<file path="src/rtl/sb_pkg.sv">
// Shared constants for the decode-stage register scoreboard: latency field
// width, the standard producer latencies and the hardwired-zero register.
package sb_pkg;

  localparam int LAT_W = 3;

  typedef logic [LAT_W-1:0] lat_t;

  localparam lat_t LAT_ALU  = lat_t'(0);
  localparam lat_t LAT_LOAD = lat_t'(1);
  localparam lat_t LAT_MUL  = lat_t'(2);

  localparam int ZERO_REG = 0;

endpackage

</file>
<file path="src/rtl/sb_entry.sv">
// One scoreboard countdown: cycles remaining until the pending result of
// this register reaches a forwarding path. Priority: clear, hold, load, dec.
module sb_entry #(
  parameter int LAT_W = 3
) (
  input  logic             clk,
  input  logic             clear,
  input  logic             hold,
  input  logic             load,
  input  logic [LAT_W-1:0] load_val,
  input  logic             dec,
  output logic             busy
);

  logic [LAT_W-1:0] cnt;

  // NOTE: sequential state uses non-blocking assignments so every entry
  // samples the same pre-edge values regardless of evaluation order.
  always_ff @(posedge clk) begin
    if (clear) begin
      cnt <= '0;
    end else if (!hold) begin
      if (load) begin
        cnt <= load_val;
      end else if (dec && cnt != '0) begin
        cnt <= cnt - 1'b1;
      end
    end
  end

  assign busy = (cnt != '0);

endmodule

</file>
<file path="src/rtl/id_scoreboard.sv">
// Per-register latency scoreboard beside decode: raises stallreq while any
// read source still has an outstanding multi-cycle producer.
module id_scoreboard
  import sb_pkg::ZERO_REG;
#(
  parameter int REG_COUNT = 32,
  parameter int ADDR_W    = 5,
  parameter int LAT_W     = sb_pkg::LAT_W,
  parameter int NUM_SRC   = 2,
  parameter int CNT_W     = 32
) (
  input  logic                      clk,
  input  logic                      rst,
  input  logic                      hold,
  input  logic                      flush,
  input  logic [NUM_SRC-1:0]        src_read,
  input  logic [NUM_SRC*ADDR_W-1:0] src_addr,
  input  logic                      issue_valid,
  input  logic                      issue_we,
  input  logic [ADDR_W-1:0]         issue_dst,
  input  logic [LAT_W-1:0]          issue_lat,
  output logic                      stallreq,
  output logic [REG_COUNT-1:0]      busy_vec,
  output logic [CNT_W-1:0]          stall_cycles
);

  logic [NUM_SRC-1:0]     hazard;
  logic [REG_COUNT-1:ZERO_REG+1] load;
  logic                   issue_fire;

  // Sources only match entries 1..REG_COUNT-1, so register 0 and addresses
  // beyond the register file can never raise a hazard.
  always_comb begin
    hazard = '0;
    for (int i = 0; i < NUM_SRC; i++) begin
      for (int r = ZERO_REG + 1; r < REG_COUNT; r++) begin
        if (src_read[i] && src_addr[i*ADDR_W +: ADDR_W] == ADDR_W'(r) && busy_vec[r]) begin
          hazard[i] = 1'b1;
        end
      end
    end
  end

  assign stallreq   = issue_valid & (|hazard);
  assign issue_fire = issue_valid & ~stallreq & ~hold & ~flush & ~rst;

  always_comb begin
    load = '0;
    for (int r = ZERO_REG + 1; r < REG_COUNT; r++) begin
      load[r] = issue_fire & issue_we & (issue_dst == ADDR_W'(r));
    end
  end

  assign busy_vec[ZERO_REG] = 1'b0;

  for (genvar r = ZERO_REG + 1; r < REG_COUNT; r++) begin : g_entry
    sb_entry #(
      .LAT_W (LAT_W)
    ) u_entry (
      .clk      (clk),
      .clear    (rst | flush),
      .hold     (hold),
      .load     (load[r]),
      .load_val (issue_lat),
      .dec      (1'b1),
      .busy     (busy_vec[r])
    );
  end

  // Stall statistics survive flush; only reset clears them.
  always_ff @(posedge clk) begin
    if (rst) begin
      stall_cycles <= '0;
    end else if (stallreq && stall_cycles != '1) begin
      stall_cycles <= stall_cycles + 1'b1;
    end
  end

endmodule

</file>
<file path="config.mk">
export PLATFORM = sky130hd
export DESIGN_NAME = id_scoreboard
export DESIGN_NICKNAME = d
export VERILOG_FILES = /design/src/rtl/sb_pkg.sv /design/src/rtl/sb_entry.sv /design/src/rtl/id_scoreboard.sv
export SDC_FILE = /design/constraint.sdc
export NUM_CORES = 1
export LEC_CHECK = 0
export ABC_AREA = 1
export BUFFER_PORTS_ARGS = -buffer_cell sky130_fd_sc_hd__buf_2
export CORE_MARGIN = 2
export CORE_UTILIZATION = 60
export DETAILED_ROUTE_END_ITERATION = 6
export PLACE_DENSITY = 0.8
export SLEW_MARGIN = 20
export SYNTH_ARGS = -nofsm -noshare
export SYNTH_HDL_FRONTEND = slang
export SYNTH_SLANG_ARGS = --single-unit
export TNS_END_PERCENT = 50
</file>
<file path="constraint.sdc">
create_clock -name clk -period 6.6 [get_ports clk]
set_input_delay 1.32 -clock clk [delete_from_list [all_inputs] [get_ports clk]]
set_output_delay 1.32 -clock clk [all_outputs]
set_load 0.02 [all_outputs]
</file>
Yosys cells after proc, flatten, opt, wreduce, memory -nomap -nowiden
Index checks and enable logic that the tools add are counted.

Register bits: 125. Bits of input ports: 26. Output and inout bits: 65. Logic and storage cells: 543.

Add/subtract/negate cells: 32. Equality and inequality tests: 94. Multiplexer cells: 124. Bitwise operators: 42. Reduce and logical (&&, ||, !) cells: 219.

Operators by type and width (number): $eq 5x5->1 const B (48); $mux 3 (62); $logic_and 1x1->1 (125); $eq 5x4->1 const B (24); $reduce_bool 3->1 (31); $sub 3x1->3 const B (31); $mux 1 (62); $reduce_and 2->1 (31); $reduce_bool 2->1 (31); $eq 5x3->1 const B (12); $and 1x1->1 (37); $add 32x1->32 const B (1); $ne 32x32->1 const B (1); $eq 5x2->1 const B (6); $eq 5x1->1 const B (3); $not 1->1 (4); $reduce_or 2->1 (1); $or 1x1->1 (1).

Longest topological paths before layout
Word-level depth: 45. Mapped depth: 19. Depth with buffers taken out: 18.

By module
Synthesis repeated with hierarchy kept, for this count alone.

Cells, all modules: 1729. Area total of the unflattened synthesis: 11029.3 sq um.

By module, submodules not included: sb_entry (instances 31, cells each 38, area each 254.0 sq um, sequential area each 60.1 sq um); id_scoreboard (instances 1, cells each 551, area each 3155.5 sq um, sequential area each 640.6 sq um).

Least setup slack after synthesis
OpenSTA, ideal clock, no wires.

Kind: input -> output. Start: input src_addr[6]. End: output stallreq. Arrival time: 2.320 ns. Data required time: 5.280 ns. Slack: 2.960 ns. Stages: 11. Buffers on the path: 0. Cells stage by stage: nor2_1 > nand3_1 > nand2_1 > nor2_1 > nand2_1 > inv_2 > nand2_1 > nand2_2 > nand3_4 > nor2_8 > nor2_4.

Longest elaborated chain between the ends: 36. Elaborated cells between the ends (all ways): 126. Those cells by class: eq/ne: 31; mux: 31; bitwise: 1; reduce/logical: 63.

Ends and longest elaborated chain: from (decl) (RTL line id_scoreboard.sv:17) `input logic [NUM_SRC*ADDR_W-1:0] src_addr,`; $eq 5x1->1 (RTL line id_scoreboard.sv:37) `if (src_read[i] && src_addr[i*ADDR_W +: ADDR_W] == ADDR_W'(r) && busy_vec[r]) begin`; $logic_and 1x1->1 (2 in a row) (RTL line id_scoreboard.sv:37); $mux 1 (30 in a row) (RTL line id_scoreboard.sv:37); $mux 1 (*) (RTL line id_scoreboard.sv:37); $reduce_or 2->1 (*) (RTL line id_scoreboard.sv:44) `assign stallreq = issue_valid & (|hazard);`; $and 1x1->1 (*) (RTL line id_scoreboard.sv:44); to (decl) (RTL line id_scoreboard.sv:22) `output logic stallreq,`.

Every way passes the cells marked *; elsewhere a longest branch is shown, timed or not.

Worst setup path after layout
Start: input src_addr[1]. End: output stallreq.

The elaborated chain is that of the path after synthesis.

==> flow_summary.ini <==
[route]
route.detailed.drc = 0
wl_per_cell_microns = 13.7
detail-route-antenna-nets = 0
dr_total_vias = 10000
firstDrtPassIters = 5
first_iter_violations = 683
vias_per_cell = 5.23
routed_wirelength_mm = 26.2

[synth]
ys_types = 35
synth_cells = 1643
synth_top_area_cell = dfxtp_1
syn_area_sq_um = 10400
synth_top_area_frac = 0.240
synth-warning-count = 0
avgSynthCellArea_sq_um = 6.36
synthTopCellsByArea = dfxtp_1 24%, nand2_1 19%, nor2_1 8.3%
synth-seq-area-share = 0.240
synth_seq_cells = 125
syn_nets = 1732

[clock_network]
post_cts_buffers = 0
clockBufferDepth = 2
postCtsHoldBufs = 0
cts_resized = 0
htree_levels = 4
clock_latency_ns = 0.43
root_buffer = clkbuf_16
path_clk_slew_ns = 0.05
cts_tree = built
clock-sinks = 125
numCtsBuffers = 17

[min_path]
hold_path.startpoint = g_entry[14].u_entry.cnt[0]
hold-path-cell-count = 2
hold_path.class = reg -> reg

[finish]
final_nets = 1767
drive_above_1_share = 0.145
antenna_cells = 0
area_growth_pct = 8.29

[placement]
dp_slack_ns = 2.02
gp_congestion = 0.986
post-dp-hpwl_mm = 18.3
io_buffers = 89

[sta]
tns_ns = 0
setup_viol = 0
setup_slack_ns = 1.99
worst_pin_slew_ns = 1.10
hold_viol = 0
slew_viol_final = 0
finalCritPeriodShare = 0.698
rsz0062_at_grt = false
max_slew_margin = 0.265
worst_clock_skew_ns = 0.00932
fin_hold_ws_ns = 0.469
fmax_ghz = 0.217
min_period_ns = 4.61

[die]
initial_core_util = 0.608
die_h_microns = 136
design.die.area_sq_um = 18500
rows = 48
core_sq_um = 17200
num_io_pins = 91
die_w_microns = 136

[worst_setup_path]
cp-start-kind = input pin
arrival_ns = 3.29
r2r-start = g_entry[26].u_entry.cnt[0]
path_class = in -> out
reg2regPathDepth = 17
startpoint = src_addr[1]
endpoint_kind = primary output
worstPathRequired_ns = 5.28
crit_fanout = 32

[global_route]
track_usage = 0.284
grt_pass1_vias = 8922
antenna_found_initial = 1
grt_max_degree = 81
grt_pass1_wl_mm = 42.1
grt-ovfl-total = 0

[run_status]
status = completed

[job]
cap_viol_max_count = 0

[power_and_ir_drop]
ir_drop_v = 0.000161
leakage_nw = 5.81
cellPowerDensity_nw_per_um2 = 166
==> power breakdown <==
part / total (mW) / switching [mW] / leakage [nW] / internal (mW)
sequential: 0.756 / 0.000958 / 1.01 / 0.755
combinational: 0.125 / 0.101 / 4.51 / 0.0242
clock: 0.999 / 0.388 / 0.295 / 0.610
total: 1.88 / 0.490 / 5.81 / 1.39
==> kinds of logic after synthesis <==
family | Yosys count | share of synthesized area
and+or+nand+nor | 955 | 0.432
buffers and inverters | 295 | 0.130
AOI/OAI and AO/OA | 146 | 0.0741
DFF | 125 | 0.240
adders and majority gates | 63 | 0.0755
xor gates and xnor gates | 58 | 0.0486
other | 1 | 0.000359
==> through the flow <==
step                instance area [sq um]  instances  utilization  power [mW]
finish                              11300       1916        0.659        1.88
CTS                                 11300       1916        0.659        1.89
detailed placement                  10700       1884        0.622       0.896
global placement                    10700       1884        0.622       0.894
floorplan                           10400       1643            -       0.869
global route                        11300       1916        0.659        1.93
==> cell usage after synthesis (all sizes together) <==
library cell,number
nand2,560
conb,1
nor3,27
buf,58
clkbuf,20
xnor2,9
xor2,49
inv,217
ha,63
o21ai,86
nand4,38
a21boi,1
a21oi,59
nor2,250
nor4,6
or2,1
and3,1
nand3,72
dfxtp,125
==> flip-flops by register name, indices dropped and copies added, names as in the netlist <==
| signal | flops |
|---|---|
| stall_cycles | 32 |
| g_entry.u_entry.cnt | 93 |
==> critical path, stage by stage <==
cell and delay (ns):
buf_2 0.14, nand2_1 0.10, inv_2 0.08, nand3_1 0.08, nand2_1 0.06, nor2_1 0.11, nand4_1 0.17, nand2_1 0.10
nand3_1 0.17, nor2_8 0.65, nor2_4 0.10, buf_2 0.20
==> layer usage <==
layer | wire [microns] | track usage | up-vias
met5 | 17 | 0 | -
met4 | 943 | 0.126 | 2
met3 | 1510 | 0.0600 | 78
met2 | 12300 | 0.481 | 306
met1 | 11400 | 0.347 | 4522
li1 | - | - | 5115
==> layout make-up <==
cell class / instances / area (sq um)
Multi-Input combinational cell: 1223 / 6600
Fill cell: 1550 / 5870
Sequential cell: 125 / 2500
Inverter: 217 / 815
Timing Repair Buffer: 94 / 495
Clock buffer: 18 / 439
Tap cell: 225 / 282
Clock inverter: 14 / 181
==> worst paths after layout <==
path / end / slack [ns]
max: stallreq / 1.99
min: g_entry[14].u_entry.cnt[0] / 0.47
max reg2reg: stall_cycles[21] / 3.10
min reg2reg: g_entry[14].u_entry.cnt[0] / 0.47
==> placed cells by master, fill, tap and decap left out, drive strengths merged <==
master    count
inv         220
nand2       560
nand4        38
o21ai        86
xor2         49
nor3         27
nor2        250
a21oi        59
ha           63
bufinv        3
or2           1
dfxtp       125
clkinvlp      3
clkbuf       18
a21boi        1
nand3        72
clkinv        5
buf          94
xnor2         9
conb          1
nor4          6
and3          1
Note: power is estimated with default switching activity, not from simulation.
